## src/rtl/join_match_ctrl.sv

```systemverilog
// JOIN-stage matching-memory controller: per-token fire, allocate or bypass
// decision, plus entry-valid bookkeeping and occupancy status.
module join_match_ctrl #(
    parameter  int DEPTH = 64,
    localparam int AW    = $clog2(DEPTH)
) (
    input  logic             CP,
    input  logic             MR,
    input  logic             IN_REQ,
    input  logic             IN_MF,
    input  logic [DEPTH-1:0] FIRE,
    input  logic             FLUSH,
    output logic             IN_ACK,
    output logic [DEPTH-1:0] EN,
    output logic             WR_E,
    output logic             DEL,
    output logic             PASS,
    output logic [AW-1:0]    ADDR,
    output logic [DEPTH-1:0] VALID,
    output logic [AW:0]      COUNT,
    output logic             FULL,
    output logic             EMPTY
);

    localparam logic [AW:0]      CNT_MAX = (AW+1)'(DEPTH);
    localparam logic [AW:0]      CNT_ONE = (AW+1)'(1);
    localparam logic [DEPTH-1:0] ONE_HOT = DEPTH'(1);

    logic [DEPTH-1:0] valid_q, valid_d;
    logic [AW:0]      count_q, count_d;
    logic [DEPTH-1:0] en_q, en_d;
    logic             wr_q, wr_d;
    logic             del_q, del_d;
    logic             pass_q, pass_d;
    logic [AW-1:0]    addr_q, addr_d;

    logic [DEPTH-1:0] hit;
    logic             any_hit;
    logic             full;
    logic             xfer;
    logic [AW-1:0]    r_addr;
    logic [AW-1:0]    w_addr;

    // Descending scan leaves the lowest matching index as the final value.
    always_comb begin
        hit    = FIRE & valid_q;
        r_addr = '0;
        w_addr = '0;
        for (int i = DEPTH - 1; i >= 0; i--) begin
            if (hit[i])      r_addr = AW'(i);
            if (!valid_q[i]) w_addr = AW'(i);
        end
    end

    assign any_hit = |hit;
    assign full    = (count_q == CNT_MAX);
    assign IN_ACK  = IN_REQ & ~FLUSH & ~(IN_MF & ~any_hit & full);
    assign xfer    = IN_REQ & IN_ACK;

    always_comb begin
        valid_d = valid_q;
        count_d = count_q;
        addr_d  = addr_q;
        en_d    = '0;
        wr_d    = 1'b0;
        del_d   = 1'b0;
        pass_d  = 1'b0;
        if (FLUSH) begin
            valid_d = '0;
            count_d = '0;
        end else if (xfer) begin
            if (!IN_MF) begin
                pass_d = 1'b1;
            end else if (any_hit) begin
                del_d           = 1'b1;
                addr_d          = r_addr;
                valid_d[r_addr] = 1'b0;
                count_d         = count_q - CNT_ONE;
            end else begin
                wr_d            = 1'b1;
                en_d            = ONE_HOT << w_addr;
                addr_d          = w_addr;
                valid_d[w_addr] = 1'b1;
                count_d         = count_q + CNT_ONE;
            end
        end
    end

    always_ff @(posedge CP or negedge MR) begin
        if (!MR) begin
            valid_q <= '0;
            count_q <= '0;
            en_q    <= '0;
            wr_q    <= 1'b0;
            del_q   <= 1'b0;
            pass_q  <= 1'b0;
            addr_q  <= '0;
        end else begin
            valid_q <= valid_d;
            count_q <= count_d;
            en_q    <= en_d;
            wr_q    <= wr_d;
            del_q   <= del_d;
            pass_q  <= pass_d;
            addr_q  <= addr_d;
        end
    end

    assign EN    = en_q;
    assign WR_E  = wr_q;
    assign DEL   = del_q;
    assign PASS  = pass_q;
    assign ADDR  = addr_q;
    assign VALID = valid_q;
    assign COUNT = count_q;
    assign FULL  = full;
    assign EMPTY = (count_q == '0);

endmodule
```

## config.mk

```make
export PLATFORM = sky130hd
export DESIGN_NAME = join_match_ctrl
export DESIGN_NICKNAME = d
export VERILOG_FILES = /design/src/rtl/join_match_ctrl.sv
export SDC_FILE = /design/constraint.sdc
export NUM_CORES = 1
export LEC_CHECK = 0
export BUFFER_PORTS_ARGS = -buffer_cell sky130_fd_sc_hd__buf_4
export CAP_MARGIN = 40
export CELL_PAD_IN_SITES_DETAIL_PLACEMENT = 1
export CELL_PAD_IN_SITES_GLOBAL_PLACEMENT = 1
export CORE_MARGIN = 2
export CORE_UTILIZATION = 43
export CTS_CLUSTER_SIZE = 8
export DETAILED_ROUTE_END_ITERATION = 10
export GPL_TIMING_DRIVEN = 0
export PLACE_DENSITY = 0.95
export SLEW_MARGIN = 20
export SYNTH_ARGS = -nofsm -noshare
export SYNTH_HDL_FRONTEND = slang
export SYNTH_SLANG_ARGS = --single-unit
```

## constraint.sdc

```tcl
create_clock -name CP -period 10.6 [get_ports CP]
set_clock_uncertainty 0.2 [all_clocks]
set_input_delay 1.06 -clock CP [delete_from_list [all_inputs] [get_ports CP]]
set_output_delay 1.06 -clock CP [all_outputs]
set_load 0.02 [all_outputs]
```

Word level (Yosys, flattened, before mapping)
Index checks and enable logic that the tools add are counted.

Word-level logic and storage cells: 191. Output and inout bits: 147. Input port bits: 69. Register bits after elaboration: 144.

Bitwise operators: 12. Shift-type cells: 1. Muxes and demuxes: 156. Add/subtract/negate cells: 2. Eq/ne operators: 1. Reductions and logical operators: 8. Order comparisons: 4.

Operators with widths (count): 6-bit 2-to-1 mux (129); 64-bit 2-to-1 mux (8); 64-bit bitwise AND (2); 64-bit inverter (1); 64-bit OR (1); 64-bit OR reduction (1); 1-bit by 6-bit left shift with 64-bit output, first input constant (1); 7-bit 2-to-1 mux (4); 6-bit by 7-bit less-than comparator with 1-bit output, second input constant (2); 1-bit 2-to-1 mux (13); 1-bit demux with 6-bit select (2); 6-bit by 1-bit >= comparator with 1-bit output, second input constant (2); 7-bit by 1-bit adder with 7-bit output, second input constant (1); 7-bit == test, second input constant (1); 7-bit logical NOT (1); 7-bit by 1-bit subtractor with 7-bit output, second input constant (1); 1-bit bitwise AND (5); 2-bit nonzero test (2); 1-bit inverter (3); 3-bit AND reduction (1); 1-bit logical AND (2); 2-bit AND reduction (1).

Longest topological paths before layout
Gate-level depths: netlist of the first run.

Word-level depth: 75. Mapped depth: 15. Mapped depth without buffers: 14.

Least setup slack after synthesis of the first run
OpenSTA, ideal clock, no wires.

Kind: in2reg. From: in FIRE[10]. To: reg count_q[6] (netlist: COUNT[6]). Data arrival time: 3.607 ns. Slack: 6.661 ns. Cell stages on the path: 13. Cell sequence: a22oi_1 > nand4_1 > nor4_4 > nand3b_4 > ha_1 > nor2b_1 > o21ai_0 > a21boi_0 > o21ai_0 > a211o_1 > a21oi_1 > xnor2_1 > nor2_1.

Word-level cells in the longest chain between the ends: 10.

Ends and longest elaborated chain: start: declaration (line 11) `input logic [DEPTH-1:0] FIRE,`; 64-bit bitwise AND (*) (line 46) `hit = FIRE & valid_q;`; 64-bit OR reduction (*) (line 55) `assign any_hit = |hit;`; 1-bit inverter (line 57) `assign IN_ACK = IN_REQ & ~FLUSH & ~(IN_MF & ~any_hit & full);`; 1-bit bitwise AND (2 in series) (line 57); 1-bit inverter (line 57); 1-bit bitwise AND (line 57); 1-bit bitwise AND (line 58) `assign xfer = IN_REQ & IN_ACK;`; 2-bit nonzero test (no line); 2-bit AND reduction (no line); end signal: assignment (line 100) `count_q <= count_d;`; end: declaration (line 30) `logic [AW:0] count_q, count_d;`.

Every way passes the cells marked *; elsewhere a longest branch is shown, timed or not. The select of a mux whose other input is x is not followed. A chain may end at the register's enable or synchronous reset.

Worst setup path in the final report of the first run
From: in FIRE[0]. To: out IN_ACK.

Word-level cells in the longest chain between the ends: 7.

Ends and longest elaborated chain: 64-bit bitwise AND (line 46); 64-bit OR reduction (line 55); 1-bit inverter (line 57); 1-bit bitwise AND (2 in series) (line 57); 1-bit inverter (line 57); 1-bit bitwise AND (line 57); end: declaration (line 13) `output logic IN_ACK,`.

No other way between the ends.

==> results of run 1 <==
flip-flops by register name, summed over array words and instances, names as in the netlist:
register,count
COUNT,7
EN,64
WR_E,1
PASS,1
VALID,64
ADDR,6
DEL,1
logic make-up after synthesis:
group / share of synthesized area (%)
AND/OR/NAND/NOR: 22.5
XOR/XNOR: 0.420
buffers and inverters: 4.83
flip-flops: 43.2
adder cells (fa/ha/maj): 0.991
AO/OA/AOI/OAI: 28.1
power groups by stage:
stage | Combinational (µW) | Sequential, µW | Clock (µW)
after floorplan | 33.2 | 572 | 0
after global routing | 112 | 558 | 679
after global placement | 97.6 | 568 | 0
after CTS | 104 | 558 | 663
after detailed placement | 102 | 568 | 0
final | 105 | 558 | 663
area by class of cell:
type,count,area (µm²)
Timing Repair Buffer,218,1660
Multi-Input combinational cell,689,4330
Fill cell,2212,7940
Tap cell,260,325
Clock inverter,14,193
Clock buffer,18,439
Buffer,53,302
Inverter,27,101
Sequential cell,144,3600
worst max-delay path: cells and delay by family:
family / cells / cell delay [ns]
AOI/OAI and AO/OA: 2 / 0.50
buffers and inverters: 3 / 0.57
and+or+nand+nor: 3 / 1.15
stage by stage:
step / hold WS, ns / utilization [%]
6_report: 0.307 / 58.0
5_1_grt: 0.344 / 58.0
4_1_cts: 0.299 / 58.0
3_5_place_dp: 0.283 / 54.6
3_3_place_gp: 0.274 / 54.4
2_1_floorplan: 0.390 / -
how the worst max path moves through the flow:
stage / start / to / slack, ns / cells after the start
3_5_place_dp: FIRE[0] / COUNT[6] / 5.86 / 14
2_1_floorplan: FIRE[10] / COUNT[6] / 6.66 / 13
5_1_grt: FIRE[0] / IN_ACK / 5.95 / 8
4_1_cts: FIRE[0] / IN_ACK / 6.09 / 8
3_3_place_gp: FIRE[0] / COUNT[6] / 5.92 / 14
6_report: FIRE[0] / IN_ACK / 6.04 / 8
metal layers:
| metal | vias to the layer above | track usage, % | part of all wire (%) |
|---|---|---|---|
| li1 | 3916 | - | - |
| met1 | 4729 | 46.3 | 38 |
| met2 | 584 | 61.0 | 47 |
| met3 | 126 | 8.72 | 9.9 |
| met4 | 0 | 18.8 | 4.8 |
| met5 | - | 0 | 0 |
Yosys cell counts (19+ instances only):
library cell	n
o211ai_1	19
a21oi_1	45
o21ai_0	51
nand3_1	39
nand2_1	114
dfrtp_1	144
clkbuf_1	26
a22oi_1	31
nand4_1	26
nor2_1	99
inv_1	25
==> reports/results.txt, run 1 <==
net load switching power - 348 µW
Initial Util - 44.1%
result of the run - finished, final reports clean
Iter 0 DRT Violations - 1108
hold crit path type - reg2reg
final period utilization - 43.0%
Root Driver - clkbuf_16
post-CTS setup buffer count - 0
Startpoint Class - input port
Relative slew margins - 39.3%
combinational power share - 7.9%
CORE AREA - 18900 µm²
Post-synth EDFFs - 0
Worst path max stage delay - 0.63 ns
hold depth - 2
leading area contributor after synthesis - dfrtp_1
post-DP HPWL - 27900 µm
die area - 20500 µm²
setup ws final - 6.04 ns
sequential power share - 42.1%
Critical Path Sink Type - primary output
average wire per standard cell - 26.8 µm
Die X - 143 µm
Netlist cell types - 79
Finished Layout Cells - 1423
Buffers on Ports - 215
pwr dens - 121 nW/µm²
Critical Path, Cell by Cell - buf_4, a22oi_2, nand4_4, nor4_4, nand3b_4, inv_2, a31oi_1, buf_4
Inserted Diodes - 0
sequential area share after synthesis - 43.2%
worst-skew pair later-pin latency - 0.44 ns
first-pass GRT wire length - 57000 µm
DR pass1 iterations - 5
post-synth top area share - 43.2%
most frequent CP cell - buf_4
Pint - 977 µW
pre-CTS WS - 5.86 ns
Remaining Overflow, GRT - 0
Core Rows - 50
DRT antenna net count - 0
vias in the first global route - 9759
clock power share - 50.0%
Syn Inst Count - 913
R2R depth - 14
most common cell after layout, fill and taps aside - buf_4
dpl cells - 1391
Final Instance Area - 11000 µm²
leakage - 0.00493 µW
io pins - 216
post-synthesis register bit count - 144
Syn Std Cell Area - 8340 µm²
CTS clk-pin slew, worst paths - 0.07 ns
prevailing post-synth register cell - dfrtp_1
Post-Synthesis Net Count - 988
largest net degree at the start of global routing - 88
HP Start - ADDR[1]
Avg Inst Size Synth - 9.13 µm²
post_cts resized - 0
nets@finish - 1225
final wirelength - 38100 µm
via count - 9355
die height - 143 µm
RSZ-0062 raised after global routing - no
reg2reg start - VALID[40]
most frequent cells in the layout - buf_4, dfrtp_1, nand2_1
WP data required - 9.34 ns
final setup violation count - 0
Routability Congestion - 0.973
Min-Delay Endpoint - ADDR[1]
CTS Hold Bufs - 0
detail-routed via count per cell - 6.57
Clock Tree Buf Depth - 2
Placed Area - 10300 µm²
initial antenna violation count - 0
CTS Sinks - 144
Area Growth Syn to Fin - 31.4%
maximum clock rate - 219 MHz
Worst-Margin Slew - 0.911 ns
CTS buffer count - 17
Crit-path slowest cell - nor4_4
Async SR Flop Fraction - 100%
GRT Overall Usage - 37.3%
final hold violation count - 0
R2R Setup Slk - 6.26 ns
Pwr Total - 1330 µW
Switching Share - 26.3%
minimum clock period - 4.56 ns
final slew viol count - 0
share of layout cells above drive strength 1 - 28.4%
R2R Path End - COUNT[6]
Synth area leaders - dfrtp_1, nand2_1, nor2_1, o21ai_0, a22oi_1
VDD IR max - 111 µV
WS Path Type - in2out
CTS tree - done
WP data arrival - 3.30 ns
Sum Neg Setup Slack - 0 ns
H-tree levels - 4
DRC - 0
Synthesis Warnings - 0
number of max-cap violations - 0
Max Fanout on Critical Path - 10
Note: power is estimated with default switching activity, not from simulation.
==> inputs of run 2 (changes only) <==
--- a/config.mk
+++ b/config.mk
@@ -10,11 +10,11 @@
 export CELL_PAD_IN_SITES_DETAIL_PLACEMENT = 1
 export CELL_PAD_IN_SITES_GLOBAL_PLACEMENT = 1
 export CORE_MARGIN = 2
-export CORE_UTILIZATION = 43
+export CORE_UTILIZATION = 36
 export CTS_CLUSTER_SIZE = 8
 export DETAILED_ROUTE_END_ITERATION = 10
 export GPL_TIMING_DRIVEN = 0
-export PLACE_DENSITY = 0.95
+export PLACE_DENSITY = 0.87
 export SLEW_MARGIN = 20
 export SYNTH_ARGS = -nofsm -noshare
 export SYNTH_HDL_FRONTEND = slang
==> constraint.sdc (replaced) <==
create_clock -name CP -period 3.85 [get_ports CP]
set_clock_uncertainty 0.2 [all_clocks]
set_input_delay 0.385 -clock CP [delete_from_list [all_inputs] [get_ports CP]]
set_output_delay 0.385 -clock CP [all_outputs]
set_load 0.02 [all_outputs]
==> run 2 against run 1 <==
  * The run now ends with negative setup slack left
  * Setup slack worse by 6.1 ns
  * Clock power grew to 2.6 times the previous value
  * Design area is 1.1% higher
  * Non-clock buffer count is 7 higher
  * Clock-buffer cell count is 2 higher
  * Critical path type is now reg2reg
  * Largest cell class unchanged
==> reports/results.txt, run 2 (same netlist as run 1, synthesis figures left out) <==
result of the run - finished with violations
failing checks - negative setup slack
Die X - 156 µm
final wirelength - 37400 µm
Startpoint Class - register
Clock Tree Buf Depth - 2
Final Instance Area - 11100 µm²
Worst-Margin Slew - 0.831 ns
Iter 0 DRT Violations - 784
reg2reg start - VALID[0]
Root Driver - clkbuf_16
largest net degree at the start of global routing - 100
vias in the first global route - 9457
R2R depth - 16
DRT antenna net count - 0
final period utilization - 100%
post-DP HPWL - 28300 µm
multi-input logic area - 4370 µm²
final hold violation count - 0
Critical Path, Cell by Cell - buf_6, a22oi_2, nand4_4, nor4_4, buf_4, nand3b_4, inv_2, fa_1, nor2b_1, o21ai_0, a21boi_1, o21ai_1, nand3_1, a21oi_1, xnor2_1, nor2_1
final setup violation count - 1
H-tree levels - 4
Hold WS - 0.0777 ns
pwr dens - 323 nW/µm²
die height - 156 µm
Inserted Diodes - 0
average wire per standard cell - 25.7 µm
HP Start - IN_REQ
VDD IR max - 365 µV
setup ws final - -0.0189 ns
GRT Overall Usage - 30.7%
maximum clock rate - 258 MHz
CTS tree - done
CTS buffer count - 17
Remaining Overflow, GRT - 0
worst-skew pair later-pin latency - 0.43 ns
RSZ-0062 raised after global routing - yes
DR pass1 iterations - 5
Routability Congestion - 0.961
most frequent cells in the layout - buf_4, dfrtp_1, nand2_1
via count - 9124
die area - 24400 µm²
hold depth - 3
Placed Area - 10400 µm²
Relative slew margins - 44.5%
Core Rows - 55
WP data arrival - 3.94 ns
DRC - 0
Buffers on Ports - 215
leakage - 0.00497 µW
final slew viol count - 0
FF+latch area - 3600 µm²
R2R Setup Slk - -0.02 ns
Worst path max stage delay - 0.41 ns
number of max-cap violations - 0
Crit-path slowest cell - dfrtp_1
nets@finish - 1232
Area Growth Syn to Fin - 32.8%
number of fill cells - 2632
Max Fanout on Critical Path - 10
most common cell after layout, fill and taps aside - buf_4
Min-Delay Endpoint - PASS
hold crit path type - in2reg
io pins - 216
minimum clock period - 3.87 ns
CORE AREA - 22700 µm²
Critical Path Sink Type - register
Initial Util - 36.7%
CTS Sinks - 144
R2R Path End - COUNT[6]
first-pass GRT wire length - 56500 µm
CTS clk-pin slew, worst paths - 0.06 ns
WS Path Type - reg2reg
initial antenna violation count - 0
WP data required - 3.92 ns
share of layout cells above drive strength 1 - 29.7%
detail-routed via count per cell - 6.27
-- run 2: worst max-delay path: cells and delay by family, from the launching register on --
| family | cells | cell delay, ns |
|---|---|---|
| DFF | 1 | 0.41 |
| AOI/OAI and AO/OA | 5 | 1.11 |
| and+or+nand+nor | 6 | 0.96 |
| adders and majority gates | 1 | 0.27 |
| buffers and inverters | 3 | 0.61 |
| xor gates and xnor gates | 1 | 0.14 |
-- run 2: layout make-up --
| class | count | area share [%] |
|---|---|---|
| Tap cell | 285 | 3.22 |
| Buffer | 52 | 2.71 |
| Clock inverter | 12 | 1.42 |
| Inverter | 27 | 0.915 |
| Multi-Input combinational cell | 689 | 39.5 |
| Sequential cell | 144 | 32.5 |
| Timing Repair Buffer | 226 | 15.6 |
| Clock buffer | 20 | 4.12 |
-- run 2: worst max path at each step --
stage,startpoint,endpoint,slack (ns)
final,VALID[0],COUNT[6],-0.02
after global routing,VALID[48],COUNT[6],-0.23
after CTS,VALID[19],VALID[51],0.008
after detailed placement,VALID[9],COUNT[6],-0.31
after global placement,VALID[0],COUNT[6],-0.19
after floorplan,VALID[55],COUNT[6],0.40
-- run 2: what timing repair did --
item                                    in CTS  in global routing
endpoints found under the setup margin       2                 15
endpoints found under the hold margin       46                  0
buffers inserted                             2                  2
gates resized for setup                      9                  6
hold buffers                                 2                  0
pin swaps                                    1                  1
-- run 2: where the power goes --
| group | internal (µW) | leakage [µW] | switching [µW] |
|---|---|---|---|
| combinational | 109 | 0.00267 | 187 |
| sequential | 1520 | 0.00200 | 12.8 |
| clock | 1060 | 0.000293 | 686 |
| total | 2690 | 0.00497 | 886 |
-- run 2: per-layer routing --
| metal | part of all wire [%] | vias to the layer above | global-route usage (%) |
|---|---|---|---|
| li1 | - | 3927 | - |
| met1 | 40 | 4620 | 38.5 |
| met2 | 47 | 486 | 50.7 |
| met3 | 9.3 | 91 | 8.00 |
| met4 | 3.5 | 0 | 12.1 |
| met5 | 0 | - | 0 |
-- run 2: through the flow --
step / setup TNS, ns / power (µW) / instances / worst slack [ns] / util, %
2_1_floorplan: 0 / 1670 / 913 / 0.401 / -
3_3_place_gp: -0.200 / 1840 / 1413 / -0.193 / 45.4
3_5_place_dp: -0.313 / 1850 / 1417 / -0.313 / 45.6
4_1_cts: 0 / 3580 / 1453 / 0.00850 / 48.6
5_1_grt: -0.230 / 3670 / 1455 / -0.230 / 48.8
6_report: -0.0189 / 3580 / 1455 / -0.0189 / 48.8
